**src/rtl/gpio_pkg.sv**
```systemverilog
// Shared GPIO register offsets, access-size encodings and the write-lane placement helper.
// Pulled into gpio and gpio_in_filter with import gpio_pkg::*.
package gpio_pkg;

    localparam logic [2:0] OFF_IN   = 3'd0;
    localparam logic [2:0] OFF_OUT  = 3'd1;
    localparam logic [2:0] OFF_DIR  = 3'd2;
    localparam logic [2:0] OFF_SET  = 3'd3;
    localparam logic [2:0] OFF_CLR  = 3'd4;
    localparam logic [2:0] OFF_RISE = 3'd5;
    localparam logic [2:0] OFF_FALL = 3'd6;
    localparam logic [2:0] OFF_PEND = 3'd7;

    localparam logic [1:0] SIZE_B = 2'd0;
    localparam logic [1:0] SIZE_H = 2'd1;
    localparam logic [1:0] SIZE_W = 2'd2;

    typedef struct packed {
        logic        ok;
        logic [31:0] mask;
        logic [31:0] data;
    } lane_t;

    // Moves sub-word write data into the byte lanes selected by the low address bits.
    function automatic lane_t lane_place(input logic [1:0] sz, input logic [1:0] lo,
                                         input logic [31:0] wd);
        lane_t l;
        l.ok = 1'b1;
        case (sz)
            SIZE_B: begin
                l.mask = 32'h0000_00FF << {lo, 3'b000};
                l.data = {24'h0, wd[7:0]} << {lo, 3'b000};
            end
            SIZE_H: begin
                l.ok   = ~lo[0];
                l.mask = 32'h0000_FFFF << {lo[1], 4'b0000};
                l.data = {16'h0, wd[15:0]} << {lo[1], 4'b0000};
            end
            default: begin
                l.mask = '1;
                l.data = wd;
            end
        endcase
        return l;
    endfunction

endpackage

```
**src/rtl/gpio_in_filter.sv**
```systemverilog
// Pin input conditioning: 2-flop synchroniser, optionally followed by a per-pin debounce
// filter when GPIO_DEBOUNCE_EN is defined.
module gpio_in_filter
    import gpio_pkg::*;
#(
    parameter int WIDTH           = 32,
    parameter int DEBOUNCE_CYCLES = 16
) (
    input  logic             clk,
    input  logic             rstn,
    input  logic [WIDTH-1:0] din,
    output logic [WIDTH-1:0] dout
);

    logic [WIDTH-1:0] sync1;
    logic [WIDTH-1:0] sync2;

    if (DEBOUNCE_CYCLES < 1) begin : g_bad_debounce
        $error("DEBOUNCE_CYCLES must be at least 1");
    end

    always_ff @(posedge clk or negedge rstn) begin
        if (!rstn) begin
            sync1 <= '0;
            sync2 <= '0;
        end else begin
            sync1 <= din;
            sync2 <= sync1;
        end
    end

`ifdef GPIO_DEBOUNCE_EN
    localparam int             CW       = $clog2(DEBOUNCE_CYCLES + 1);
    localparam logic [CW-1:0]  CNT_LAST = CW'(DEBOUNCE_CYCLES - 1);

    // Counts consecutive disagreeing cycles; the pin flips on the last one.
    for (genvar i = 0; i < WIDTH; i++) begin : g_pin
        logic [CW-1:0] cnt;
        logic          stable;

        always_ff @(posedge clk or negedge rstn) begin
            if (!rstn) begin
                cnt    <= '0;
                stable <= 1'b0;
            end else if (sync2[i] == stable) begin
                cnt <= '0;
            end else if (cnt == CNT_LAST) begin
                cnt    <= '0;
                stable <= sync2[i];
            end else begin
                cnt <= cnt + 1'b1;
            end
        end

        assign dout[i] = stable;
    end
`else
    assign dout = sync2;
`endif

endmodule

```
**src/rtl/gpio.sv**
```systemverilog
// Memory-mapped GPIO port: direction, atomic set/clear, synchronised inputs and sticky
// edge interrupts. Define GPIO_DEBOUNCE_EN to add the input debounce filter.
module gpio
    import gpio_pkg::*;
#(
    parameter int          WIDTH           = 32,
    parameter logic [31:0] BASE_ADDR       = 32'h0,
    parameter int          DEBOUNCE_CYCLES = 16
) (
    input  logic             clk,
    input  logic             rstn,
    input  logic             we,
    input  logic [31:0]      addr,
    input  logic [2:0]       size,
    input  logic [31:0]      wd,
    output logic [31:0]      rd,
    input  logic [WIDTH-1:0] gpio_in,
    output logic [WIDTH-1:0] gpio_out,
    output logic [WIDTH-1:0] gpio_oe,
    output logic             irq
);

    logic             hit;
    logic             wr;
    logic [2:0]       off;
    lane_t            lane_w;
    logic [WIDTH-1:0] wmask;
    logic [WIDTH-1:0] wval;
    logic [WIDTH-1:0] stable;
    logic [WIDTH-1:0] prev;
    logic [WIDTH-1:0] rise;
    logic [WIDTH-1:0] fall;
    logic [WIDTH-1:0] w1c;
    logic [WIDTH-1:0] pending;
    logic [WIDTH-1:0] pend_nxt;
    logic [WIDTH-1:0] rise_en;
    logic [WIDTH-1:0] fall_en;
    logic [WIDTH-1:0] out_nxt;
    logic [WIDTH-1:0] dir_nxt;
    logic [WIDTH-1:0] rise_nxt;
    logic [WIDTH-1:0] fall_nxt;
    logic [1:0]       armed_cnt;
    logic             armed;
    logic [31:0]      rd_nxt;
    logic             unused_bits;

    gpio_in_filter #(
        .WIDTH          (WIDTH),
        .DEBOUNCE_CYCLES(DEBOUNCE_CYCLES)
    ) u_filter (
        .clk (clk),
        .rstn(rstn),
        .din (gpio_in),
        .dout(stable)
    );

    assign hit         = (addr[31:5] == BASE_ADDR[31:5]);
    assign off         = addr[4:2];
    assign lane_w      = lane_place(size[1:0], addr[1:0], wd);
    assign wr          = we & hit & lane_w.ok;
    assign wmask       = lane_w.mask[WIDTH-1:0];
    assign wval        = lane_w.data[WIDTH-1:0] & wmask;
    assign unused_bits = ^{size[2], lane_w};

    always_comb begin
        out_nxt  = gpio_out;
        dir_nxt  = gpio_oe;
        rise_nxt = rise_en;
        fall_nxt = fall_en;
        w1c      = '0;
        if (wr) begin
            case (off)
                OFF_OUT:  out_nxt  = (gpio_out & ~wmask) | wval;
                OFF_DIR:  dir_nxt  = (gpio_oe & ~wmask) | wval;
                OFF_SET:  out_nxt  = gpio_out | wval;
                OFF_CLR:  out_nxt  = gpio_out & ~wval;
                OFF_RISE: rise_nxt = (rise_en & ~wmask) | wval;
                OFF_FALL: fall_nxt = (fall_en & ~wmask) | wval;
                OFF_PEND: w1c      = wval;
                default:  ;
            endcase
        end
    end

    // Edges stay masked for three cycles after reset so pins held high do not fire.
    assign armed    = (armed_cnt == 2'd3);
    assign rise     = stable & ~prev & rise_en & {WIDTH{armed}};
    assign fall     = ~stable & prev & fall_en & {WIDTH{armed}};
    assign pend_nxt = (pending & ~w1c) | rise | fall;

    always_comb begin
        rd_nxt = '0;
        if (hit) begin
            case (off)
                OFF_IN:   rd_nxt[WIDTH-1:0] = stable;
                OFF_OUT:  rd_nxt[WIDTH-1:0] = gpio_out;
                OFF_DIR:  rd_nxt[WIDTH-1:0] = gpio_oe;
                OFF_RISE: rd_nxt[WIDTH-1:0] = rise_en;
                OFF_FALL: rd_nxt[WIDTH-1:0] = fall_en;
                OFF_PEND: rd_nxt[WIDTH-1:0] = pending;
                default:  ;
            endcase
        end
    end

    // irq trails PENDING by one register stage: pin edge to irq is 2 sync + 1 pending + 1 irq.
    always_ff @(posedge clk or negedge rstn) begin
        if (!rstn) begin
            rd        <= '0;
            gpio_out  <= '0;
            gpio_oe   <= '0;
            rise_en   <= '0;
            fall_en   <= '0;
            pending   <= '0;
            prev      <= '0;
            armed_cnt <= '0;
            irq       <= 1'b0;
        end else begin
            rd        <= rd_nxt;
            gpio_out  <= out_nxt;
            gpio_oe   <= dir_nxt;
            rise_en   <= rise_nxt;
            fall_en   <= fall_nxt;
            pending   <= pend_nxt;
            prev      <= stable;
            armed_cnt <= armed ? armed_cnt : armed_cnt + 2'd1;
            irq       <= |pending;
        end
    end

endmodule

```
**config.mk**
```make
export PLATFORM = sky130hd
export DESIGN_NAME = gpio
export DESIGN_NICKNAME = d
export VERILOG_FILES = /design/src/rtl/gpio_pkg.sv /design/src/rtl/gpio_in_filter.sv /design/src/rtl/gpio.sv
export SDC_FILE = /design/constraint.sdc
export NUM_CORES = 1
export LEC_CHECK = 0
export BUFFER_PORTS_ARGS = -buffer_cell sky130_fd_sc_hd__buf_2
export CAP_MARGIN = 15
export CORE_MARGIN = 2
export CORE_UTILIZATION = 55
export CTS_CLUSTER_SIZE = 12
export DETAILED_ROUTE_END_ITERATION = 7
export PLACE_DENSITY = 0.82
export SLEW_MARGIN = 0
export SYNTH_ARGS = -nofsm -noshare
export SYNTH_HDL_FRONTEND = slang
export SYNTH_SLANG_ARGS = --single-unit
```
**constraint.sdc**
```tcl
create_clock -name clk -period 2.6 [get_ports clk]
set_input_delay 0.78 -clock clk [delete_from_list [all_inputs] [get_ports clk]]
set_output_delay 0.78 -clock clk [all_outputs]
set_load 0.1 [all_outputs]
```
# Yosys cells after proc, flatten, opt, wreduce, memory -nomap -nowiden
# Index checks and enable logic that the tools add are counted.
dict set report word_totals {
  regBits 291
}
dict set report op_classes {
  addsub 1
  n_eq_ne 9
  shifts 4
  muxes 7
  bitwise_logic 28
  n_reduce_logical 9
}
# operator count
set op_table {}
lappend op_table {{$and A32 B32 Y32} 13}
lappend op_table {{$or A32 B32 Y32} 7}
lappend op_table {{$pmux W32 S6} 1}
lappend op_table {{$not A32 Y32} 5}
lappend op_table {{$pmux W64 S2} 1}
lappend op_table {{$mux W32} 3}
lappend op_table {{$pmux W32 S3} 1}
lappend op_table {{$reduce_or A32 Y1} 1}
lappend op_table {{$shl A16 B5 Y32} 1}
lappend op_table {{$shl A16 B5 Y32 const A} 1}
lappend op_table {{$shl A8 B5 Y32} 1}
lappend op_table {{$shl A8 B5 Y32 const A} 1}
lappend op_table {{$logic_not A27 Y1} 1}
lappend op_table {{$eq A3 B3 Y1 const B} 4}
lappend op_table {{$reduce_and A2 Y1} 4}
lappend op_table {{$eq A3 B2 Y1 const B} 2}
lappend op_table {{$eq A3 B1 Y1 const B} 1}
lappend op_table {{$logic_not A3 Y1} 1}
lappend op_table {{$reduce_bool A3 Y1} 1}
lappend op_table {{$add A2 B1 Y2 const B} 1}
lappend op_table {{$and A1 B1 Y1} 2}
lappend op_table {{$eq A2 B1 Y1 const B} 1}
lappend op_table {{$eq A2 B2 Y1 const B} 1}
lappend op_table {{$logic_not A2 Y1} 1}
lappend op_table {{2 further kinds} 2}

# Longest topological paths before layout
dict set report logic_depth {
  ltp_word 9
  mapped_depth 10
  depth_no_buf 5
}

# By module
# A second synthesis with hierarchy kept.
dict set report hier_totals {
  hier_cells 1042
  hier_area_um2 12124.1
}
# mod n_inst cells_each area_each_um2
set modules_own_cells {}
lappend modules_own_cells {gpio 1 978 10522.6}
lappend modules_own_cells {gpio_in_filter 1 64 1601.5}

# Least setup slack after synthesis
# No wires, ideal clock.
dict set report synth_path {
  path_kind {input -> register}
  from {input port size[0]}
  to {register gpio_out[2]}
  t_arrival_ns 2.227
  t_required_ns 2.477
  slack_ns 0.250
  path_stages 9
  path_buffers 4
  path_cell_list {buf_2 -> nand2b_1 -> buf_6 -> a21o_1 -> and3_4 -> buf_6 -> and2_1 -> buf_6 -> o221a_2}
}
dict set report synth_between {
  elab_chain_len 6
  word_cells_on_any_way 14
}
# item line
set synth_lines {}
lappend synth_lines {{from (decl)} gpio.sv:14} ;# input logic [2:0] size,
lappend synth_lines {{$eq A2 B1 Y1 or $logic_not A2 Y1 (tied branches)} gpio_pkg.sv:29} ;# case (sz)
lappend synth_lines {{$pmux W64 S2} gpio_pkg.sv:29}
lappend synth_lines {{$and A32 B32 Y32 or $not A32 Y32 (tied branches)} {gpio.sv:62, gpio.sv:73}}
lappend synth_lines {{$not A32 Y32 or $and A32 B32 Y32 (tied branches)} {gpio.sv:76, gpio.sv:73}}
lappend synth_lines {{$and A32 B32 Y32 or $or A32 B32 Y32 (tied branches)} {gpio.sv:76, gpio.sv:73}}
lappend synth_lines {{$pmux W32 S3} gpio.sv:72} ;# case (off)
lappend synth_lines {{to (signal assigned)} gpio.sv:120} ;# gpio_out <= out_nxt;
lappend synth_lines {{to (decl)} gpio.sv:18} ;# output logic [WIDTH-1:0] gpio_out,
# Parallel ways exist; a longest one is shown, timed or not.
# A chain may end at the register's enable or synchronous reset.

==> impl_metrics.toml <==
[critical_path]
timing.critical_path.to_type = "flip-flop"
cp_slowest_stage_delay_ns = 0.38
cpMaxStageDelayCell = "mux2_2"
cp_data_arrival_time_ns = 2.67
cp.required_ns = 3.02
crit_family = "simple AND/OR/NAND/NOR gates"
reg2reg_depth = 3
critPathKind = "in2reg"
startpoint_type = "primary input"
critical_path_depth = 7
critical_path_peak_fanout = 8
worstPathBufferInverterCount = 2
path_cells = "buf_2 -> nor4_1 -> nand4_1 -> nor3_4 -> buf_4 -> nand3b_2 -> mux2_2"

[synth]
syn-mean-instance-area_um2 = 11.6
yosys.area.top_type = "dfrtp_1"
synth.top_cells.by_area = "dfrtp_1 (60%), a22oi_1 (6.9%), mux2_2 (6.5%)"
synth_top_flop_cell = "dfrtp_1"
most_numerous_cell_types_in_the_synthesized_netlist = "dfrtp_1 (291), o21ai_0 (120), a22oi_1 (111), nand2_1 (104), mux2_2 (70)"
ys_warn_count = 0
yosys_register_bits = 291
syn_area_um2 = 12100
proportion_of_synthesized_chip_area_in_sequential_cells = 0.600
synth_edf_count = 0
post-synth-top-area-fraction = 0.600
syn-instance-count = 1046
asyncSetResetFlopFracSynth = 1.00
synth.most_common_cell = "dfrtp_1"
synthDistinctLibCells = 53
syn-num-nets = 1149

[sta]
maxSlewViolCount = 0
worst_slew_pin_slew_ns = 0.612
hold_viol = 0
fin_crit_sh = 0.865
fin_crit_ns = 2.25
clock.fmax_mhz = 445
setup_viol = 0
grt_setup_unrepaired = "no"
skew_ns = 0.00818
timing.max_slew.rel_slack = 0.592

[power_and_ir_drop]
seq_power_share = 0.521
comb_power_share = 0.065
final_total_pwr_mw = 8.94
share_clk_of_total_power = 0.414
power_report.internal_total_mw = 6.88
netSwitchingPower_mw = 2.06
power_per_unit_of_standard_cell_area_nw_per_um2 = 603
switching_share = 0.230
p_leak_nw = 6.87
worst_ir_drop_vdd_uv = 376

[final_layout]
areaGrowthSynthToFinish_pct = 22.0
final_cells = 1584
design.final.nets = 1396
final_cell_area_um2 = 14800
drive_gt1_frac = 0.325

[placement]
placement.io_buffers = 197
dp_hpwl_mm = 24.3
globalplace.congestion = 0.913
dpl_cell_area_um2 = 14000
post-place-cells = 1542

[route]
via_count = 10173
detail_route.first_pass.iterations = 5
ant_nets = 0
average_wire_per_cell_in_the_routed_design_um = 22.7
remaining_drc_errors = 0
drc_marker_count_from_the_first_detailed_route_iteration = 1022
viasPerCell = 6.42
drt_wl_total_mm = 36.0

[die]
number_of_rows_created_at_floorplan = 54
core_um2 = 21800
die-area_um2 = 23300
ioPinCount = 199
die-height_um = 153
initial_utilization = 0.558
die_width_um = 153

[clock_tree]
cts_made_buffers = 29
tritoncts = "built"
post_cts_hold_buffer_count = 0
cts.path.max_buffers = 3
htree_levels = 1
clock-sinks = 291
clk_pin_slew_ns = 0.06
post-cts-setup-buffers = 0
cts.root.buffer_cell = "clkbuf_16"
post_cts.resized_instances = 0
clk_latency_ns = 0.54

[status]
run_status = "finished clean"

[global_routing]
grt_pass1_wl_mm = 56.6
grt_remaining_overflow = 0
antenna_violations_before_repair = 4
grt.total_usage = 0.306
vias_in_the_first_global_route = 10293
largest_net_degree_at_the_start_of_global_routing = 61

[run]
cap_viol_max_count = 0

[min_path]
hp-class = "in2async"
-- layer usage --
metal / global-route usage / wire length, um
met4: 0.131 / 1420
met5: 0 / 13
met2: 0.473 / 16700
met3: 0.0643 / 3620
met1: 0.426 / 14200
-- kinds of logic after synthesis --
| kind of cell | Yosys count | share of synthesized area |
|---|---|---|
| muxes | 73 | 0.0677 |
| xor gates and xnor gates | 2 | 0.00144 |
| buffers and inverters | 86 | 0.0309 |
| DFF | 291 | 0.600 |
| adders and majority gates | 1 | 0.00103 |
| and+or+nand+nor | 240 | 0.107 |
| AOI/OAI and AO/OA | 353 | 0.193 |
-- power by group through the flow --
stage | clock (mW) | combinational, mW | sequential, mW
floorplan | 0 | 0.226 | 4.72
global placement | 0 | 0.559 | 4.73
detailed placement | 0 | 0.569 | 4.73
CTS | 3.73 | 0.574 | 4.65
global route | 3.91 | 0.630 | 4.66
finish | 3.70 | 0.582 | 4.66
-- cell type report --
type                       instances  area [um2]
inverter                          17        63.8
fill                            1584        6930
tap                              280         350
timing repair buffer             285        1820
clock inverter                     4        20.0
antenna                            3        7.51
sequential                       291        7280
clock buffer                      35         778
multi-input combinational        669        4500
-- placed cells by master (no fill, tap or decap), types with 24 or more instances in the layout --
cell type and n:
buf_2 196, nand3b_1 34, a31oi_1 41, dfrtp_1 291, clkbuf_16 29, o21ai_0 120, nand2_1 104, mux2_2 70
a22o_1 24, buf_4 75, a22oi_1 111
-- per-stage QoR --
step	util	worst slack (ns)	TNS, ns	hold WS (ns)
floorplan	-	0.250	0	0.331
global placement	0.644	-0.145	-2.85	0.332
detailed placement	0.644	-0.203	-7.01	0.335
CTS	0.681	0.364	0	0.188
global route	0.681	0.221	0	0.197
finish	0.681	0.351	0	0.178
-- worst paths after layout --
path	startpoint	to	slack, ns
worst max-delay path	addr[6]	flip-flop	0.35
worst min-delay path	rstn	u_filter.sync1[25]	0.18
worst max register to register	armed_cnt[0]	armed_cnt[1]	0.94
worst min register to register	u_filter.sync1[28]	u_filter.dout[28]	0.35
max in group asynchronous	rstn	asynchronous set/reset pin	1.72
min in group clk	gpio_in[13]	u_filter.sync1[13]	0.34
(Power assumes the default switching activity.)
